==> src/rtl/muldiv_seq_if.sv <==
// Bus for the iterative mul/div sequencer: request/result side plus
// the shared-ALU borrow handshake (slave = sequencer, master = core).
interface muldiv_seq_if;
  logic        start;
  logic [1:0]  op;
  logic [31:0] a;
  logic [31:0] b;
  logic        busy;
  logic        done;
  logic [31:0] hi;
  logic [31:0] lo;
  logic        alu_req;
  logic        alu_gnt;
  logic [31:0] alu_A;
  logic [31:0] alu_B;
  logic [2:0]  alu_op;
  logic [31:0] alu_result;
  logic        alu_carryout;

  modport slave (
    input  start, op, a, b,
    input  alu_gnt, alu_result, alu_carryout,
    output busy, done, hi, lo,
    output alu_req, alu_A, alu_B, alu_op
  );

  modport master (
    output start, op, a, b,
    output alu_gnt, alu_result, alu_carryout,
    input  busy, done, hi, lo,
    input  alu_req, alu_A, alu_B, alu_op
  );
endinterface

==> src/rtl/muldiv_seq.sv <==
// Iterative 32-bit MULT[U]/DIV[U] into HI/LO using the shared core ALU.
// Ports: clk, resetn (async low), bus (muldiv_seq_if.slave).
// Macro MULDIV_SIGNED_EN adds signed ops (op[1]) and a FIX state.
module muldiv_seq (
  input logic         clk,
  input logic         resetn,
  muldiv_seq_if.slave bus
);
  localparam int         ITER   = 32;
  localparam logic [2:0] OP_ADD = 3'b010;
  localparam logic [2:0] OP_SUB = 3'b110;

`ifdef MULDIV_SIGNED_EN
  typedef enum logic [1:0] {
    S_IDLE, S_RUN, S_FIX, S_DONE
  } state_e;
`else
  typedef enum logic [1:0] {
    S_IDLE, S_RUN, S_DONE
  } state_e;
`endif

  state_e      state_q, state_d;
  logic [5:0]  cnt_q, cnt_d;
  logic [31:0] hi_q, hi_d;
  logic [31:0] lo_q, lo_d;
  logic [31:0] mb_q, mb_d;
  logic        div_q, div_d;
  logic        busy_q, busy_d;
  logic        done_q, done_d;
  logic        req_q, req_d;

`ifdef MULDIV_SIGNED_EN
  logic        fix_q, fix_d;
  logic        qneg_q, qneg_d;
  logic        rneg_q, rneg_d;
  logic        sa, sb;
`else
  logic        unused_op1;
`endif

  logic [31:0] opa, opb;
  logic [31:0] shl;
  logic [31:0] alu_a, alu_b;
  logic [2:0]  alu_op;

  // Restoring-divide partial remainder shifted left by one.
  assign shl = {hi_q[30:0], lo_q[31]};

`ifdef MULDIV_SIGNED_EN
  always_comb begin
    sa  = bus.op[1] & bus.a[31];
    sb  = bus.op[1] & bus.b[31];
    opa = sa ? (~bus.a + 32'd1) : bus.a;
    opb = sb ? (~bus.b + 32'd1) : bus.b;
  end
`else
  assign opa        = bus.a;
  assign opb        = bus.b;
  assign unused_op1 = bus.op[1];
`endif

  // Pending ALU operation; held even while the grant is withheld.
  always_comb begin
    alu_a  = '0;
    alu_b  = '0;
    alu_op = 3'b000;
    if (state_q == S_RUN) begin
      if (div_q) begin
        alu_a  = shl;
        alu_b  = mb_q;
        alu_op = OP_SUB;
      end else begin
        alu_a  = hi_q;
        alu_b  = lo_q[0] ? mb_q : 32'd0;
        alu_op = OP_ADD;
      end
    end
  end

  always_comb begin
    state_d = state_q;
    cnt_d   = cnt_q;
    hi_d    = hi_q;
    lo_d    = lo_q;
    mb_d    = mb_q;
    div_d   = div_q;
`ifdef MULDIV_SIGNED_EN
    fix_d   = fix_q;
    qneg_d  = qneg_q;
    rneg_d  = rneg_q;
`endif
    unique case (state_q)
      S_IDLE: begin
        if (bus.start) begin
          cnt_d   = '0;
          hi_d    = '0;
          div_d   = bus.op[0];
          lo_d    = bus.op[0] ? opa : opb;
          mb_d    = bus.op[0] ? opb : opa;
`ifdef MULDIV_SIGNED_EN
          fix_d   = bus.op[1];
          qneg_d  = sa ^ sb;
          rneg_d  = sa;
`endif
          state_d = S_RUN;
        end
      end
      S_RUN: begin
        if (bus.alu_gnt) begin
          cnt_d = cnt_q + 6'd1;
          if (div_q) begin
            // Borrow clear (or a lost top bit) means it fits.
            if (hi_q[31] | ~bus.alu_carryout) begin
              hi_d = bus.alu_result;
              lo_d = {lo_q[30:0], 1'b1};
            end else begin
              hi_d = shl;
              lo_d = {lo_q[30:0], 1'b0};
            end
          end else begin
            hi_d = {bus.alu_carryout, bus.alu_result[31:1]};
            lo_d = {bus.alu_result[0], lo_q[31:1]};
          end
          if (cnt_q == 6'(ITER - 1)) begin
`ifdef MULDIV_SIGNED_EN
            state_d = fix_q ? S_FIX : S_DONE;
`else
            state_d = S_DONE;
`endif
          end
        end
      end
`ifdef MULDIV_SIGNED_EN
      S_FIX: begin
        if (div_q) begin
          if (qneg_q) lo_d = ~lo_q + 32'd1;
          if (rneg_q) hi_d = ~hi_q + 32'd1;
        end else if (qneg_q) begin
          {hi_d, lo_d} = ~{hi_q, lo_q} + 64'd1;
        end
        state_d = S_DONE;
      end
`endif
      S_DONE: begin
        state_d = S_IDLE;
      end
      default: begin
        state_d = S_IDLE;
      end
    endcase
    busy_d = (state_d != S_IDLE);
    done_d = (state_d == S_DONE);
    req_d  = (state_d == S_RUN);
  end

  always_ff @(posedge clk or negedge resetn) begin
    if (!resetn) begin
      state_q <= S_IDLE;
      cnt_q   <= '0;
      hi_q    <= '0;
      lo_q    <= '0;
      mb_q    <= '0;
      div_q   <= 1'b0;
      busy_q  <= 1'b0;
      done_q  <= 1'b0;
      req_q   <= 1'b0;
`ifdef MULDIV_SIGNED_EN
      fix_q   <= 1'b0;
      qneg_q  <= 1'b0;
      rneg_q  <= 1'b0;
`endif
    end else begin
      state_q <= state_d;
      cnt_q   <= cnt_d;
      hi_q    <= hi_d;
      lo_q    <= lo_d;
      mb_q    <= mb_d;
      div_q   <= div_d;
      busy_q  <= busy_d;
      done_q  <= done_d;
      req_q   <= req_d;
`ifdef MULDIV_SIGNED_EN
      fix_q   <= fix_d;
      qneg_q  <= qneg_d;
      rneg_q  <= rneg_d;
`endif
    end
  end

  assign bus.busy    = busy_q;
  assign bus.done    = done_q;
  assign bus.alu_req = req_q;
  assign bus.hi      = hi_q;
  assign bus.lo      = lo_q;
  assign bus.alu_A   = alu_a;
  assign bus.alu_B   = alu_b;
  assign bus.alu_op  = alu_op;
endmodule

==> src/flat_wrapper.sv <==
// flat-port wrapper written by rule: the top's interface ports become plain ports
module muldiv_seq_flat 
  (clk, resetn, bus_start, bus_op, bus_a, bus_b, bus_alu_gnt, bus_alu_result, bus_alu_carryout, bus_busy, bus_done, bus_hi, bus_lo, bus_alu_req, bus_alu_A, bus_alu_B, bus_alu_op);
  muldiv_seq_if bus_i ();
  input logic clk;
  input logic resetn;
  input wire logic [$bits(bus_i.start)-1:0] bus_start;
  input wire logic [$bits(bus_i.op)-1:0] bus_op;
  input wire logic [$bits(bus_i.a)-1:0] bus_a;
  input wire logic [$bits(bus_i.b)-1:0] bus_b;
  input wire logic [$bits(bus_i.alu_gnt)-1:0] bus_alu_gnt;
  input wire logic [$bits(bus_i.alu_result)-1:0] bus_alu_result;
  input wire logic [$bits(bus_i.alu_carryout)-1:0] bus_alu_carryout;
  output wire logic [$bits(bus_i.busy)-1:0] bus_busy;
  output wire logic [$bits(bus_i.done)-1:0] bus_done;
  output wire logic [$bits(bus_i.hi)-1:0] bus_hi;
  output wire logic [$bits(bus_i.lo)-1:0] bus_lo;
  output wire logic [$bits(bus_i.alu_req)-1:0] bus_alu_req;
  output wire logic [$bits(bus_i.alu_A)-1:0] bus_alu_A;
  output wire logic [$bits(bus_i.alu_B)-1:0] bus_alu_B;
  output wire logic [$bits(bus_i.alu_op)-1:0] bus_alu_op;
  assign bus_i.start = bus_start;
  assign bus_i.op = bus_op;
  assign bus_i.a = bus_a;
  assign bus_i.b = bus_b;
  assign bus_i.alu_gnt = bus_alu_gnt;
  assign bus_i.alu_result = bus_alu_result;
  assign bus_i.alu_carryout = bus_alu_carryout;
  assign bus_busy = bus_i.busy;
  assign bus_done = bus_i.done;
  assign bus_hi = bus_i.hi;
  assign bus_lo = bus_i.lo;
  assign bus_alu_req = bus_i.alu_req;
  assign bus_alu_A = bus_i.alu_A;
  assign bus_alu_B = bus_i.alu_B;
  assign bus_alu_op = bus_i.alu_op;
  muldiv_seq u_core (.clk(clk), .resetn(resetn), .bus(bus_i));
endmodule
==> config.mk <==
export PLATFORM = sky130hd
export DESIGN_NAME = muldiv_seq_flat
export DESIGN_NICKNAME = d
export VERILOG_FILES = /design/src/rtl/muldiv_seq_if.sv /design/src/rtl/muldiv_seq.sv /design/src/flat_wrapper.sv
export SDC_FILE = /design/constraint.sdc
export NUM_CORES = 1
export LEC_CHECK = 0
export CAP_MARGIN = 20
export CORE_ASPECT_RATIO = 0.5
export CORE_MARGIN = 2
export CORE_UTILIZATION = 35
export CTS_BUF_LIST = sky130_fd_sc_hd__clkbuf_4
export DETAILED_ROUTE_END_ITERATION = 7
export PLACE_DENSITY = 0.64
export SYNTH_ARGS = -nofsm -noshare
export SYNTH_HDL_FRONTEND = slang
export SYNTH_SLANG_ARGS = --single-unit
==> constraint.sdc <==
create_clock -name clk -period 1.8 [get_ports clk]
set_clock_uncertainty 0.05 [all_clocks]
set_input_delay 0.54 -clock clk [delete_from_list [all_inputs] [get_ports clk]]
set_output_delay 0.54 -clock clk [all_outputs]
set_load 0.02 [all_outputs]
==> results.ini, run 1 <==
[outcome]
status = complete, but fails checks
failed_checks = negative setup slack

[power]
power.leakage_nw = 5.311
powerDensity_nw_per_um2 = 1772
power_mw = 20.46
switching_share_pct = 42.82
internal_power_mw = 11.70
p_seq_share_pct = 22.0
p_comb_share_pct = 71.9
power_frac_clock_pct = 6.0
p_sw_mw = 8.759
ir_drop_mv = 0.7163

[sta]
fmax_mhz = 420.9
fin_setup_tns_ns = -34.63
period_needed_ns = 2.376
report.final.slew_viol_count = 0
fin_crit_sh_pct = 132.0
rsz0062_at_grt = yes
setup_viol = 75
layout_setup_ws_ns = -0.5758
hold_viol = 0

[finish]
drive_gt1_share_pct = 43.49
fin_cells = 1311
fin_area_sq_um = 11540
final_nets = 1144
layout-area-overhead-vs-synth_pct = 68.51

[synth]
yosys-mux-area-fraction_pct = 24.70
synth_xor_area_share_pct = 0.1279
synth_top_family_by_area = multiplexers
syn_avg_cell_area_sq_um = 9.770
syn_nets = 805
yosys.area_share.adder_pct = 0.1827
synth-simple-area-share_pct = 14.38
synth-seq-area-share_pct = 39.46
synth_warnings = 0
synthCells = 701
synthArstFlopShare_pct = 100.0
synthDistinctLibCells = 40
synth_compound_area_share_pct = 14.29
ys_ff_latch = 108
synth_edf_count = 0
synth_top_flop_cell = dfrtp_1
synth.cell_area_sq_um = 6849

[worst_setup_path]
crit_path_end_kind = output port
worstPathArrival_ns = 1.79
path_max_fanout = 32
critPathLaunch = u_core.div_q
path_class = reg2out
r2r-start = u_core.div_q
start_kind = register
crit_required_ns = 1.21

[route]
num_vias = 6683
dr.first_iter.drc_count = 278
drt_pass1_iterations = 4
ant_nets = 0
avgRoutedWirePerCell_um = 17.63
via_per_inst = 5.098
postRouteWirelength_mm = 23.11
drc = 0

[placement]
dpl_cell_area_sq_um = 10400
placed_cells = 1216
io_buffers = 234
hpwl_mm = 15.69
gp_congestion = 0.8244

[die]
die-area_sq_um = 20770
fp.dieH_um = 102.9
core-area_sq_um = 19320
die_w_um = 201.8
rows = 36
ioPinCount = 237
initial_core_util_pct = 35.44

[run]
cap_violations = 0

[cts]
root_buffer = clkbuf_4
cts.sinks = 108
cts_buffers = 9
clkTransAtPathRegs_ns = 0.18
htree_levels = 3
clockBufferDepth = 2
cts_tree = done
clock_latency_ns = 0.49

[global_route]
grt_overflow = 0
grt_pass1_wl_mm = 35.56
grt_max_degree = 77
antenna_found_initial = 1
grt_pass1_vias = 6664
track_usage_pct = 21.51

[hold_path]
min_path_type = in2async

-- power by group through the flow --
stage	combinational, mW	sequential (mW)	clock [mW]
floorplan	6.74	5.14	0
global placement	12.1	4.56	0
detailed placement	12.3	4.56	0
CTS	13.4	4.40	1.28
global route	15.6	4.65	1.38
finish	14.7	4.51	1.23
-- state kept, by name (all words and copies together), names as in the netlist --
| signal | count |
|---|---|
| u_core.cnt_q | 6 |
| u_core.state_q | 2 |
| u_core.bus.hi | 32 |
| u_core.bus.alu_req | 1 |
| u_core.bus.busy | 1 |
| u_core.bus.done | 1 |
| u_core.mb_q | 32 |
| u_core.bus.lo | 32 |
| u_core.div_q | 1 |
-- critical path, cell delays in order, from the launching register on --
cell and delay (ns):
dfrtp_4 0.53, buf_8 0.15, nor2_4 0.10, nor2_4 0.05
buf_12 0.16, and2_1 0.16, buf_2 0.15
-- cells in the mapped netlist (2+ instances only) --
cell type / n / area [sq um]
nor2b_1: 2 / 12.51
nor3b_1: 2 / 15.01
o211ai_1: 32 / 240.2
and2_1: 32 / 200.2
buf_4: 7 / 52.55
a22o_1: 3 / 26.28
a21oi_1: 4 / 20.02
mux2_2: 19 / 214.0
buf_6: 5 / 56.30
o31ai_1: 2 / 15.01
clkbuf_1: 28 / 105.1
dfrtp_1: 108 / 2703
nand2b_1: 2 / 12.51
buf_2: 25 / 125.1
o22ai_1: 13 / 81.33
nand3b_1: 32 / 240.2
nand2_1: 68 / 255.2
nor2_1: 43 / 161.4
a21o_1: 13 / 97.59
o21ai_0: 33 / 165.2
a311oi_1: 2 / 17.52
inv_1: 34 / 127.6
mux2i_1: 145 / 1451
a32o_1: 30 / 300.3
nor4_1: 2 / 12.51
-- metal layers --
layer | up-vias | GRT usage (%) | part of all wire [%]
li1 | 3194 | - | -
met1 | 3274 | 28.38 | 44
met2 | 185 | 37.03 | 50
met3 | 30 | 3.919 | 4.8
met4 | 0 | 5.486 | 1.9
met5 | - | 0 | 0
-- through the flow --
stage          hold WS [ns]  setup slack [ns]  util, %
6_report             0.4419           -0.5758    59.73
5_1_grt              0.4359           -0.6524    59.73
4_1_cts              0.4226           -0.7059    57.53
3_5_place_dp         0.4212           -0.4316    53.81
3_3_place_gp         0.4158           -0.4065    53.81
2_1_floorplan        0.1944          -0.02565        -
-- final timing paths --
kind                                     end  slack, ns  cells past startpoint
max                            bus_alu_B[31]      -0.58                      6
min                        u_core.bus.hi[17]       0.44                      2
max reg2reg                 u_core.bus.lo[4]       0.05                      6
min reg2reg                  u_core.mb_q[10]       0.46                      2
max in group asynchronous    u_core.mb_q[30]       0.73                      3
min in group clk             u_core.mb_q[31]       0.45                      3
-- repair_timing --
action	in CTS	in global routing
endpoints found under the hold margin	19	0
pin swaps	6	24
setup endpoints to repair	133	145
gates cloned	2	3
hold buffers	1	0
setup buffers	61	16
resized for setup	594	208
-- kinds of logic after synthesis --
family | after synthesis
adders and majority gates | 1
muxes | 166
buffers and inverters | 99
other | 1
AOI/OAI and AO/OA | 134
and+or+nand+nor | 191
DFF | 108
xor gates and xnor gates | 1
-- area by class of cell --
cell class | instances | area (sq um)
clock inverter | 6 | 55.05
sequential | 108 | 2739
clock buffer | 9 | 67.56
inverter | 34 | 132.6
antenna | 1 | 2.502
multi-input combinational | 494 | 4368
tap | 266 | 332.8
fill | 1619 | 7782
timing repair buffer | 393 | 3844
-- cell usage in the layout (no fill, tap or decap), types with 4 or more instances in the layout --
master and count:
mux2i_1 113, buf_4 111, buf_6 108, clkdlybuf4s50_1 99, dfrtp_1 81, nand2_1 67
buf_2 43, o21ai_0 33, inv_1 32, nand3b_1 32, o211ai_1 32, nor2_4 31
and2_4 31, a32o_1 30, mux2i_4 28, dfrtp_2 26, mux2_2 19, buf_12 19
o22ai_1 13, a21o_1 13, nor2_1 11, clkbuf_4 9, mux2i_2 4, a21oi_1 4
buf_8 4
(Power assumes the default switching activity.)
==> run 2: changes to the inputs <==
--- a/config.mk
+++ b/config.mk
@@ -10,6 +10,7 @@
 export CORE_MARGIN = 2
 export CORE_UTILIZATION = 35
 export CTS_BUF_LIST = sky130_fd_sc_hd__clkbuf_4
+export CTS_CLUSTER_DIAMETER = 150
 export DETAILED_ROUTE_END_ITERATION = 7
 export PLACE_DENSITY = 0.64
 export SYNTH_ARGS = -nofsm -noshare
==> results of run 2 <==
The final DEF is identical to that of run 1; final timing and power are the same.
==> run 3: changes to the inputs <==
--- a/config.mk
+++ b/config.mk
@@ -12,7 +12,7 @@
 export CTS_BUF_LIST = sky130_fd_sc_hd__clkbuf_4
 export CTS_CLUSTER_DIAMETER = 150
 export DETAILED_ROUTE_END_ITERATION = 7
-export PLACE_DENSITY = 0.64
+export PLACE_DENSITY = 0.62
 export SYNTH_ARGS = -nofsm -noshare
 export SYNTH_HDL_FRONTEND = slang
 export SYNTH_SLANG_ARGS = --single-unit
==> constraint.sdc (replaced) <==
create_clock -name clk -period 2.7 [get_ports clk]
set_clock_uncertainty 0.05 [all_clocks]
set_input_delay 0.81 -clock clk [delete_from_list [all_inputs] [get_ports clk]]
set_output_delay 0.81 -clock clk [all_outputs]
set_load 0.02 [all_outputs]
==> results.ini, run 3 (same netlist as run 1, synthesis figures left out) <==
[die]
rows = 36  ; unchanged
die_w_um = 201.8  ; unchanged
fp.dieH_um = 102.9  ; unchanged
ioPinCount = 237  ; unchanged
core-area_sq_um = 19320  ; unchanged
die-area_sq_um = 20770  ; unchanged
initial_core_util_pct = 35.44  ; unchanged

[cts]
cts_buffers = 9  ; unchanged
ctsHoldBuffers = 0  ; -1
clkTransAtPathRegs_ns = 0.17  ; about the same
htree_levels = 3  ; unchanged
cts.sinks = 108  ; unchanged
clockBufferDepth = 2  ; unchanged
clock_latency_ns = 0.47  ; -0.02 ns
cts_tree = done
root_buffer = clkbuf_4

[sta]
hold_viol = 0  ; unchanged
slew_headroom_pct = 58.72
fin_crit_sh_pct = 99.70
fmax_mhz = 371.5
setup_viol = 0  ; -100%
period_needed_ns = 2.692
worst_pin_slew_ns = 0.6191
rsz0062_at_grt = yes
report.final.slew_viol_count = 0  ; unchanged

[placement]
gp_congestion = 0.8214  ; -0.36%
dpl_cell_area_sq_um = 9519  ; -8.4%
io_buffers = 234  ; unchanged
hpwl_mm = 15.25  ; -2.8%

[worst_setup_path]
crit_required_ns = 1.84  ; +0.63 ns
cp_slowest_stage_delay_ns = 0.58  ; +0.05 ns
crit_top_cell = nor2_4
path_cells = nor2_4, nor2_4, buf_12, clkbuf_16, and2_1, buf_6
crit_path_end_kind = output port
path_max_fanout = 8  ; -75%
start_kind = register
path_class = reg2out
worstPathArrival_ns = 1.83  ; +0.04 ns
crit_slowest_cell = dfrtp_4

[global_route]
grt_overflow = 0  ; unchanged
track_usage_pct = 19.76  ; -1.7 points
grt_pass1_wl_mm = 32.47  ; -8.7%
grt_max_degree = 77  ; unchanged
antenna_found_initial = 1  ; unchanged
grt_pass1_vias = 5893  ; -12%

[route]
drc = 0  ; unchanged
via_per_inst = 5.102  ; about the same
drt_pass1_iterations = 5  ; +1
dr.first_iter.drc_count = 319  ; +15%
ant_nets = 0  ; unchanged
num_vias = 6092  ; -8.8%
postRouteWirelength_mm = 21.94  ; -5.1%
avgRoutedWirePerCell_um = 18.37  ; +4.2%

[finish]
fill_cells = 1782  ; +10%
layout_common_cells = clkdlybuf4s50_1 (165), mux2i_1 (144), dfrtp_1 (107), nand2_1 (67), nor2_1 (41)
final_nets = 1029  ; -10%
final_common_cell = clkdlybuf4s50_1
antennaDiodeCount = 0  ; -1
drive_gt1_share_pct = 17.78  ; -26 points
fin_area_sq_um = 9893  ; -14%
layout-area-overhead-vs-synth_pct = 44.45

[power]
ir_drop_mv = 0.6391  ; -11%
power_mw = 11.32  ; -45%
power.leakage_nw = 4.549  ; -14%
powerDensity_nw_per_um2 = 1144  ; -35%

[outcome]
status = finished, final reports clean

[hold_path]
min_path_type = in2async

[run]
cap_violations = 0  ; unchanged

run 3: layer usage:
metal | wire length (um) | vias up | track usage, %
met3 | 975 | 24 | 4.077
met4 | 296 | 2 | 4.129
met5 | 13 | - | 0
li1 | - | 2944 | -
met1 | 10200 | 2973 | 27.44
met2 | 10450 | 149 | 32.22
run 3: worst paths after layout:
path / start / end / slack [ns] / cells after the start
max: u_core.div_q / bus_alu_B[6] / 0.008 / 6
min: resetn / u_core.bus.lo[6] / 0.29 / 1
max reg2reg: u_core.div_q / u_core.bus.lo[27] / 0.82 / 5
min reg2reg: u_core.mb_q[6] / u_core.mb_q[6] / 0.45 / 2
max in group asynchronous: resetn / u_core.mb_q[25] / 1.61 / 2
min in group clk: u_core.mb_q[6] / u_core.mb_q[6] / 0.45 / 2
run 3: timing repair:
item,4_1_cts,5_1_grt
endpoints found under the hold margin,0,0
setup buffers,0,10
gates resized for setup,139,156
gates cloned,0,5
setup endpoints to repair,65,65
pin swaps,0,20
run 3: critical path: cells and delay by family, from the launching register on:
kind | cells | cell delay [ns]
flops | 1 | 0.58
simple gates | 3 | 0.37
buf+inv | 3 | 0.41
run 3: area by class of cell:
class	instances	area [sq um]	share of cell area [%]
Clock buffer	9	67.56	0.6829
Clock inverter	5	150.1	1.518
Inverter	34	127.6	1.290
Multi-Input combinational cell	494	3759	37.99
Sequential cell	108	2706	27.36
Tap cell	266	332.8	3.364
Timing Repair Buffer	278	2750	27.80
run 3: through the flow:
step | std cells | TNS [ns] | hold slack [ns] | util, % | worst slack [ns]
final | 1194 | 0 | 0.2859 | 51.20 | 0.008039
after CTS | 1179 | -0.2883 | 0.2821 | 50.35 | -0.02527
after global routing | 1194 | -0.7553 | 0.2952 | 51.20 | -0.06530
after floorplan | 701 | 0 | 0.3918 | - | 0.3645
after detailed placement | 1165 | 0 | 0.4144 | 49.26 | 0.1250
after global placement | 1165 | 0 | 0.4063 | 49.26 | 0.1376
run 3: report_power, final:
part / internal, mW / total (mW) / switching (mW)
clock network: 0.646 / 1.20 / 0.551
logic: 3.47 / 7.06 / 3.58
registers: 2.31 / 3.06 / 0.755
